### src/rtl/aes_round_sched.sv
// Control sequencer for an iterative AES-128 core: key expansion, block load,
// nine full rounds, final round and result hold, driven by a 4-bit round counter.
module aes_round_sched (
  input  logic       clk,
  input  logic       n_rst,
  input  logic       key_req,
  input  logic       blk_req,
  input  logic       decrypt,
  input  logic       out_ready,
  output logic       key_ack,
  output logic       blk_ack,
  output logic       key_gen_en,
  output logic [3:0] key_rnd,
  output logic       dp_load,
  output logic       dp_round_en,
  output logic       dp_final,
  output logic       dp_inv,
  output logic       out_valid,
  output logic       key_valid,
  output logic       busy,
  output logic [2:0] dbg_state
);

  // Handshakes: key_req/blk_req are levels held by the requester until the
  // matching one-cycle ack; out_valid is held in HOLD until out_ready is seen.
  typedef enum logic [2:0] {
    S_IDLE    = 3'd0,
    S_KEY_EXP = 3'd1,
    S_LOAD    = 3'd2,
    S_ROUND   = 3'd3,
    S_FINAL   = 3'd4,
    S_HOLD    = 3'd5
  } state_t;

  state_t     state_q, state_d;
  logic [3:0] rc_q, rc_d;
  logic       key_valid_q, key_valid_d;
  logic       dp_inv_q, dp_inv_d;

  always_ff @(posedge clk) begin
    if (n_rst) begin
      state_q     <= S_IDLE;
      rc_q        <= 4'd0;
      key_valid_q <= 1'b0;
      dp_inv_q    <= 1'b0;
    end else begin
      state_q     <= state_d;
      rc_q        <= rc_d;
      key_valid_q <= key_valid_d;
      dp_inv_q    <= dp_inv_d;
    end
  end

  always_comb begin
    state_d     = state_q;
    rc_d        = rc_q;
    key_valid_d = key_valid_q;
    dp_inv_d    = dp_inv_q;
    key_ack     = 1'b0;
    blk_ack     = 1'b0;
    key_gen_en  = 1'b0;
    key_rnd     = 4'd0;
    dp_load     = 1'b0;
    dp_round_en = 1'b0;
    dp_final    = 1'b0;
    out_valid   = 1'b0;
    case (state_q)
      S_IDLE: begin
        // Key change wins so a pending block never sees a half-written schedule.
        if (key_req) begin
          state_d     = S_KEY_EXP;
          rc_d        = 4'd1;
          key_valid_d = 1'b0;
        end else if (blk_req && key_valid_q) begin
          blk_ack  = 1'b1;
          dp_inv_d = decrypt;
          rc_d     = 4'd0;
          state_d  = S_LOAD;
        end
      end
      S_KEY_EXP: begin
        key_gen_en = 1'b1;
        key_rnd    = rc_q;
        if (rc_q >= 4'd10) begin
          key_ack     = 1'b1;
          key_valid_d = 1'b1;
          rc_d        = 4'd0;
          state_d     = S_IDLE;
        end else begin
          rc_d = rc_q + 4'd1;
        end
      end
      S_LOAD: begin
        dp_load = 1'b1;
        key_rnd = dp_inv_q ? 4'd10 : 4'd0;
        rc_d    = dp_inv_q ? 4'd9 : 4'd1;
        state_d = S_ROUND;
      end
      S_ROUND: begin
        dp_round_en = 1'b1;
        key_rnd     = rc_q;
        // Decrypt walks the schedule downward; the bounds keep rc within 1..9.
        if (dp_inv_q ? (rc_q <= 4'd1) : (rc_q >= 4'd9)) begin
          rc_d    = 4'd0;
          state_d = S_FINAL;
        end else begin
          rc_d = dp_inv_q ? (rc_q - 4'd1) : (rc_q + 4'd1);
        end
      end
      S_FINAL: begin
        dp_final = 1'b1;
        key_rnd  = dp_inv_q ? 4'd0 : 4'd10;
        state_d  = S_HOLD;
      end
      S_HOLD: begin
        out_valid = 1'b1;
        if (out_ready) state_d = S_IDLE;
      end
      default: begin
        state_d = S_IDLE;
        rc_d    = 4'd0;
      end
    endcase
  end

  assign dp_inv    = dp_inv_q;
  assign key_valid = key_valid_q;
  assign busy      = (state_q != S_IDLE);
  assign dbg_state = state_q;

endmodule

### config.mk
export PLATFORM = sky130hd
export DESIGN_NAME = aes_round_sched
export DESIGN_NICKNAME = d
export VERILOG_FILES = /design/src/rtl/aes_round_sched.sv
export SDC_FILE = /design/constraint.sdc
export NUM_CORES = 1
export LEC_CHECK = 0
export ABC_CLOCK_PERIOD_IN_PS = 2000
export CORE_UTILIZATION = 47
export DETAILED_ROUTE_END_ITERATION = 10
export GPL_ROUTABILITY_DRIVEN = 0
export PLACE_DENSITY = 0.78
export SETUP_SLACK_MARGIN = 0.2
export SYNTH_ARGS = -nofsm -noshare
export SYNTH_HDL_FRONTEND = slang
export SYNTH_SLANG_ARGS = --single-unit
### constraint.sdc
create_clock -name clk -period 2 [get_ports clk]
set_input_delay 0.4 -clock clk [delete_from_list [all_inputs] [get_ports clk]]
set_output_delay 0.4 -clock clk [all_outputs]
set_load 0.02 [all_outputs]
-- Word level (Yosys, flattened, before mapping)
Index checks and enable logic that the tools add are counted.
- output and inout port bits: 17
- word-level logic and storage cells: 61
- input port bits: 6
- register bits: 9
- bitwise operators: 2
- eq/ne operators: 10
- $lt $le $gt $ge: 3
- reduce and logical (&&, ||, !) cells: 10
- add/sub/neg operators: 2
- multiplexer cells: 30
- operators by type and width (kind ; count):
    4-bit 2-to-1 mux ; 8
    4-bit one-hot mux with 5 select lines ; 1
    3-bit one-hot mux with 6 select lines ; 1
    3-bit 2-to-1 mux ; 5
    1-bit 2-to-1 mux ; 13
    4-bit one-hot mux with 3 select lines ; 1
    4-bit greater-or-equal comparator (second input constant) ; 2
    2-bit inequality test (second input constant) ; 4
    3-bit by 2-bit equality test with 1-bit output (second input constant) ; 2
    3-bit equality test (second input constant) ; 2
    3-bit AND reduction ; 2
    4-bit by 1-bit adder with 4-bit output (second input constant) ; 1
    4-bit by 1-bit <= comparator with 1-bit output (second input constant) ; 1
    4-bit AND reduction ; 1
    2-bit OR reduction ; 2
    4-bit by 1-bit subtractor with 4-bit output (second input constant) ; 1
    3-bit by 1-bit equality test with 1-bit output (second input constant) ; 1
    3-bit logical NOT ; 1
    3-bit inequality test (second input constant) ; 1
    3-bit nonzero test ; 1
    1-bit inverter ; 2
    1-bit one-hot mux with 2 select lines ; 1
    2-bit AND reduction ; 1
    2-bit nonzero test ; 1
    1-bit logical AND ; 1

-- Longest topological paths before layout
Gate-level depths: netlist of run 1.
- depth in word-level cells: 4
- gate-level depth with buffers: 7
- depth with buffers taken out: 7

-- Least setup slack after synthesis of run 1
No wires, ideal clock.
- path kind: register to register
- start: register state_q[1], in the netlist dbg_state[1]
- end: register dp_inv_q, in the netlist dp_inv
- setup time: 0.129 ns
- buffers on the path: 1
- data arrival time: 1.779 ns
- stages on the path, launching flop included: 7
- data required time: 1.871 ns
- period minus slack after synthesis: 1.908 ns
- setup slack: 0.092 ns
- path through: dfxtp_1 > buf_2 > nor3_1 > inv_1 > nor3_1 > mux2i_1 > nor2_1
- longest elaborated chain between the ends: 2
- ends and longest elaborated chain (what ; RTL line ; text):
    start, declared ; 35 ; state_t state_q, state_d;
    start signal, assigned ; 47 ; state_q <= state_d;
    3-bit logical NOT ; 67 ; case (state_q)
    3-bit AND reduction (no source line) ; n/a ;
    end signal, assigned ; 50 ; dp_inv_q <= dp_inv_d;
    end, declared ; 38 ; logic dp_inv_q, dp_inv_d;
No other way between the ends.
A chain may end at the register's enable or synchronous reset.

-- Worst setup path after layout of run 1
- start: register state_q[2], in the netlist dbg_state[2]
- end: register rc_q[1]
- longest elaborated chain between the ends: 4
- elaborated cells between the ends (all ways): 11
- those cells by class: eq/ne (6); mux (1); bitwise (1); reduce/logical (3)
- ends and longest elaborated chain (what ; RTL line ; text):
    branches (longest 4 deep; another with 4-bit one-hot mux with 5 select lines) ; n/a ;
    end signal, assigned ; 48 ; rc_q <= rc_d;
    end, declared ; 36 ; logic [3:0] rc_q, rc_d;
Several ways; the timed one is not identified.

==> results.json, run 1 <==
{
  "start_util": 0.527,
  "drt_iter0_drc": 116,
  "finClkSkew_ns": 0.000825,
  "syn-num-nets": 125,
  "hold_path_depth": 2,
  "clk_root_buffer_cell": "clkbuf_4",
  "die-height_um": 44.3,
  "wirelength_um": 3340,
  "top_layer_used": "met4",
  "htree_levels": 1,
  "p_leak_nw": 0.581,
  "tightestPinTransition_ns": 0.488,
  "postRouteAntennaNets": 0,
  "switchingPower_w": 0.000915,
  "cp_max_fo": 7,
  "fin_hold_ws_ns": 0.518,
  "via_per_inst": 6.28,
  "drcViolationCount": 0,
  "hold_viol_final": 0,
  "hold_path.class": "flop to flop",
  "wl_per_cell_um": 17.9,
  "max-cap-violations": 0,
  "fp.dieW_um": 44.3,
  "seq_area_frac_synth": 0.214,
  "io_buffers": 22,
  "met2_length_um": 1530,
  "synth_top_area_frac": 0.214,
  "synth_common_cells": "nor2_1 (15), a21oi_1 (9), dfxtp_1 (9), nand2_1 (9), nor3_1 (9)",
  "synth_top_cell_by_area": "dfxtp_1",
  "clockPowerShare": 0.080,
  "p_int_w": 0.000944,
  "yosysWarnings": 0,
  "syn-cell-area_sq_um": 841,
  "synth_area_leaders": "dfxtp_1 (21%), nor2_1 (6.7%), ha_1 (6.0%)",
  "critPathRequiredTime_ns": 2.20,
  "peakVddDrop_mv": 1.04,
  "row_count": 14,
  "endpoint": "rc_q[1]$_SDFFE_PP0P_",
  "coreArea_sq_um": 1590,
  "rsz0062_at_grt": "yes",
  "grt_pass1_vias": 1000,
  "ys_async_sr_fraction": 0,
  "post-route-period-util": 0.942,
  "setup.worst_path.class": "flop to flop",
  "die_area_sq_um": 1960,
  "ios": 23,
  "r2r_setup_slack_ns": 0.12,
  "clock-sinks": 9,
  "slew_headroom": 0.672,
  "seqPwrFrac": 0.173,
  "overflow": 0,
  "reg2reg_depth": 6,
  "cts_tree": "yes",
  "antenna_found_initial": 0,
  "max_freq_mhz": 531,
  "power_density_nw_per_um2": 1290,
  "final_nets": 174,
  "postSynthCellCount": 115,
  "clk_pin_slew_ns": 0.06,
  "dr.pass1.iters": 4,
  "hpwlAfterDp_um": 1980,
  "period_minus_slack_ns": 1.88,
  "yosys.cell_count.top_type": "nor2_1",
  "switching_share": 0.492,
  "synth_edf_count": 0,
  "cts_buffers": 3,
  "r2r-end": "rc_q[1]$_SDFFE_PP0P_",
  "cts_max_path_buffers": 2,
  "antenna_cells": 0,
  "syn_to_final_growth_pct": 71.3,
  "postCtsHoldBufs": 0,
  "combPwrFrac": 0.747,
  "grt_pass1_wl_um": 4660,
  "grt_usage": 0.318,
  "vias": 1175,
  "critPathLaunchType": "flop",
  "startpoint": "dbg_state[2]$_SDFFE_PP0P_",
  "reg2reg_from": "dbg_state[2]$_SDFFE_PP0P_",
  "clock_latency_ns": 0.27,
  "timing_max_transition_violations_final": 0,
  "layout-drive-gt1-share": 0.497,
  "power.total_w": 0.00186,
  "setup_viol": 0,
  "synth_cell_types": 43,
  "synth_ff_type": "dfxtp_1",
  "synth-seq-cells": 9,
  "end_kind": "flop",
  "met1_length_um": 1340,
  "grt_max_degree": 11,
  "status": "finished, final reports clean",
  "worstPathArrival_ns": 2.09,
  "avgSynthCellArea_sq_um": 7.31,
  "wl_met3_um": 408
}
## layer usage
layer  track usage  vias to the layer above
li1              -                      523
met1         0.404                      548
met2         0.544                       90
met3        0.0735                       14
met4        0.0727                        0
met5             0                        -
## repair_timing
item	in CTS	in global routing
gates resized for setup	59	29
setup endpoints to repair	21	16
buffers inserted	5	6
pin swaps	6	10
## layout make-up
type,instances,area (sq um)
Clock buffer,4,26.3
Timing Repair Buffer,52,432
Inverter,8,35.0
Multi-Input combinational cell,90,723
Fill cell,69,154
Sequential cell,9,194
Tap cell,24,30.0
## state kept, by name (all words and copies together) (netlist names)
register	cells
key_valid	1
dbg_state	3
rc_q	4
dp_inv	1
## logic make-up (layout without fill, tap and decap cells)
group                    Yosys count  after routing  synth area share
flip-flops                         9              9             0.214
AND/OR/NAND/NOR                   51             51             0.310
adder cells (fa/ha/maj)            4              4            0.0595
buffers and inverters             16             64            0.0967
multiplexers                       2              2            0.0238
XOR/XNOR                           1              1            0.0104
AO/OA/AOI/OAI                     32             32             0.286
## how the worst min path moves through the flow
| stage | startpoint | to | slack, ns |
|---|---|---|---|
| global route | key_valid$_SDFFE_PP0P_ | key_valid$_SDFFE_PP0P_ | 0.55 |
| floorplan | rc_q[0]$_SDFFE_PP0P_ | rc_q[0]$_SDFFE_PP0P_ | 0.47 |
| global placement | key_valid$_SDFFE_PP0P_ | key_valid$_SDFFE_PP0P_ | 0.51 |
| CTS | key_valid$_SDFFE_PP0P_ | key_valid$_SDFFE_PP0P_ | 0.51 |
| detailed placement | key_valid$_SDFFE_PP0P_ | key_valid$_SDFFE_PP0P_ | 0.50 |
| finish | key_valid$_SDFFE_PP0P_ | key_valid$_SDFFE_PP0P_ | 0.52 |
## cell usage in the layout (no fill, tap or decap), types with 2 or more instances in the layout
master,count
a211oi_1,3
a21oi_1,7
a21oi_2,2
a31oi_1,4
buf_2,4
buf_4,26
buf_6,7
clkbuf_2,2
clkbuf_4,3
clkdlybuf4s15_2,2
clkdlybuf4s50_1,7
dfxtp_1,4
dfxtp_2,2
dfxtp_4,3
dlygate4sd2_1,4
ha_4,3
inv_1,4
inv_2,3
mux2i_1,2
nand2_1,7
nand2_2,3
nor2_1,13
nor2_2,2
nor3_1,6
nor3_2,2
nor4_1,2
o21ai_0,2
o22ai_2,2
o32ai_1,2
## power groups by stage
stage | clock network (W) | registers (W) | logic, W
finish | 0.000149 | 0.000322 | 0.00139
global route | 0.000160 | 0.000325 | 0.00145
CTS | 0.000150 | 0.000296 | 0.00116
detailed placement | 0 | 0.000292 | 0.00109
global placement | 0 | 0.000286 | 0.00106
floorplan | 0 | 0.000306 | 0.000624
## through the flow
stage                     std cells  TNS, ns   util  setup slack [ns]  cell area (sq um)
final                           187        0  0.903             0.116               1440
after global placement          172  -0.0806  0.751           -0.0806               1200
after CTS                       181        0  0.830           0.00152               1320
after global routing            187        0  0.903            0.0654               1440
after detailed placement        172   -0.254  0.751            -0.119               1200
after floorplan                 115        0      -             0.236                851
## worst max-delay path, stage by stage, from the launching register on
cell	delay (ns)
dfxtp_4	0.36
buf_6	0.14
nand2b_4	0.14
buf_4	0.17
or4_1	0.54
a221o_1	0.36
a21oi_2	0.11
No activity file was read; power rests on OpenSTA's default activity.
==> inputs of run 2 (changes only) <==
--- a/config.mk
+++ b/config.mk
@@ -6,6 +6,7 @@
 export NUM_CORES = 1
 export LEC_CHECK = 0
 export ABC_CLOCK_PERIOD_IN_PS = 2000
+export CORE_MARGIN = 2
 export CORE_UTILIZATION = 47
 export DETAILED_ROUTE_END_ITERATION = 10
 export GPL_ROUTABILITY_DRIVEN = 0
==> results.json, run 2 (same netlist as run 1, synthesis figures left out) <==
{
  "status": "finished, final reports clean",
  "clock-sinks": 9,
  "syn_to_final_growth_pct": 71.4,
  "top_register": "rc_q",
  "post-route-period-util": 0.911,
  "rsz0062_at_grt": "yes",
  "final_nets": 172,
  "vias": 1169,
  "hold_path.startpoint": "rc_q[1]$_SDFFE_PP0P_",
  "grt_usage": 0.308,
  "hold_path.class": "flop to flop",
  "layout_common_cells": "buf_4 (26), nor2_1 (12), a21oi_1 (9)",
  "power_density_nw_per_um2": 1330,
  "clk_root_buffer_cell": "clkbuf_4",
  "coreArea_sq_um": 1710,
  "period_minus_slack_ns": 1.82,
  "slew_headroom": 0.681,
  "grt_pass1_wl_um": 4640,
  "tightestPinTransition_ns": 0.475,
  "slowest_delay_ns": 0.50,
  "max_freq_mhz": 549,
  "setup.worst_path.class": "flop to flop",
  "dr.pass1.iters": 5,
  "wl_per_cell_um": 17.9,
  "postRouteAntennaNets": 0,
  "cts_buffers": 3,
  "htree_levels": 1,
  "timing_max_transition_violations_final": 0,
  "cts_tree": "yes",
  "cts_max_path_buffers": 2,
  "io_buffers": 22,
  "drcViolationCount": 0,
  "ios": 23,
  "start_util": 0.492,
  "startpoint": "dbg_state[2]$_SDFFE_PP0P_",
  "critPathLaunchType": "flop",
  "overflow": 0,
  "setup_viol": 0,
  "peakVddDrop_mv": 1.26,
  "drt_iter0_drc": 65,
  "clk_pin_slew_ns": 0.06,
  "max-cap-violations": 0,
  "layout-drive-gt1-share": 0.503,
  "p_leak_nw": 0.567,
  "largest_reg_flops": 4,
  "layout_commonest_cell": "buf_4",
  "slowest_stage": "or4_4",
  "clock_latency_ns": 0.26,
  "hpwlAfterDp_um": 1940,
  "die-height_um": 46.3,
  "wirelength_um": 3340,
  "hold_viol_final": 0,
  "path_cells": "buf_6 -> nand2b_4 -> buf_4 -> or4_4 -> a221o_1 -> a21oi_1",
  "worstPathArrival_ns": 2.02,
  "die_area_sq_um": 2140,
  "cp_max_fo": 9,
  "grt_max_degree": 12,
  "dp_slack_ns": -0.118,
  "power.total_w": 0.00191,
  "fin_ws_ns": 0.178,
  "reg2reg_from": "dbg_state[2]$_SDFFE_PP0P_",
  "end_kind": "flop",
  "grt_pass1_vias": 990,
  "row_count": 15,
  "critPathRequiredTime_ns": 2.19,
  "postCtsHoldBufs": 0,
  "antenna_found_initial": 0,
  "via_per_inst": 6.28,
  "finClkSkew_ns": 0.00280,
  "antenna_cells": 0,
  "fp.dieW_um": 46.3
}
run 2: final timing paths:
kind / end / slack (ns) / cells past startpoint
setup / recovery: rc_q[1]$_SDFFE_PP0P_ / 0.18 / 6
hold / removal: rc_q[1]$_SDFFE_PP0P_ / 0.53 / 2
setup reg to reg: rc_q[1]$_SDFFE_PP0P_ / 0.18 / 6
hold reg to reg: rc_q[1]$_SDFFE_PP0P_ / 0.53 / 2
run 2: cell type report:
| class | count | area [sq um] |
|---|---|---|
| Clock buffer | 4 | 26.3 |
| Fill cell | 90 | 267 |
| Inverter | 8 | 35.0 |
| Multi-Input combinational cell | 90 | 749 |
| Sequential cell | 9 | 195 |
| Tap cell | 25 | 31.3 |
| Timing Repair Buffer | 50 | 404 |
run 2: metal layers:
metal,part of all wire,wire [um],vias to the layer above,global-route usage
li1,-,-,516,-
met1,0.39,1290,541,0.374
met2,0.48,1610,89,0.517
met3,0.097,324,23,0.0941
met4,0.034,112,0,0.0857
met5,0,0,-,0
run 2: stage by stage:
step | cells | util | area [sq um] | TNS, ns | hold slack [ns]
after floorplan | 115 | - | 851 | 0 | 0.469
after global placement | 177 | 0.719 | 1230 | -0.105 | 0.504
after detailed placement | 177 | 0.719 | 1230 | -0.194 | 0.533
after CTS | 185 | 0.803 | 1370 | 0 | 0.514
after global routing | 186 | 0.844 | 1440 | 0 | 0.537
final | 186 | 0.844 | 1440 | 0 | 0.527
run 2: repair_timing:
item / 4_1_cts / 5_1_grt
resized for setup: 73 / 19
buffers inserted: 4 / 1
pin swaps: 8 / 9
setup endpoints to repair: 20 / 15
run 2: critical path: cells and delay by family, from the launching register on:
kind	cells	cell delay [ns]
buffers and inverters	2	0.30
flip-flops	1	0.36
AO/OA/AOI/OAI	2	0.43
AND/OR/NAND/NOR	2	0.65
run 2: power breakdown:
| part | switching [W] | internal (W) | leakage (nW) | total [W] |
|---|---|---|---|---|
| clock network | 0.0000670 | 0.0000771 | 0.0150 | 0.000144 |
| logic | 0.000785 | 0.000671 | 0.476 | 0.00146 |
| registers | 0.0000801 | 0.000233 | 0.0766 | 0.000314 |
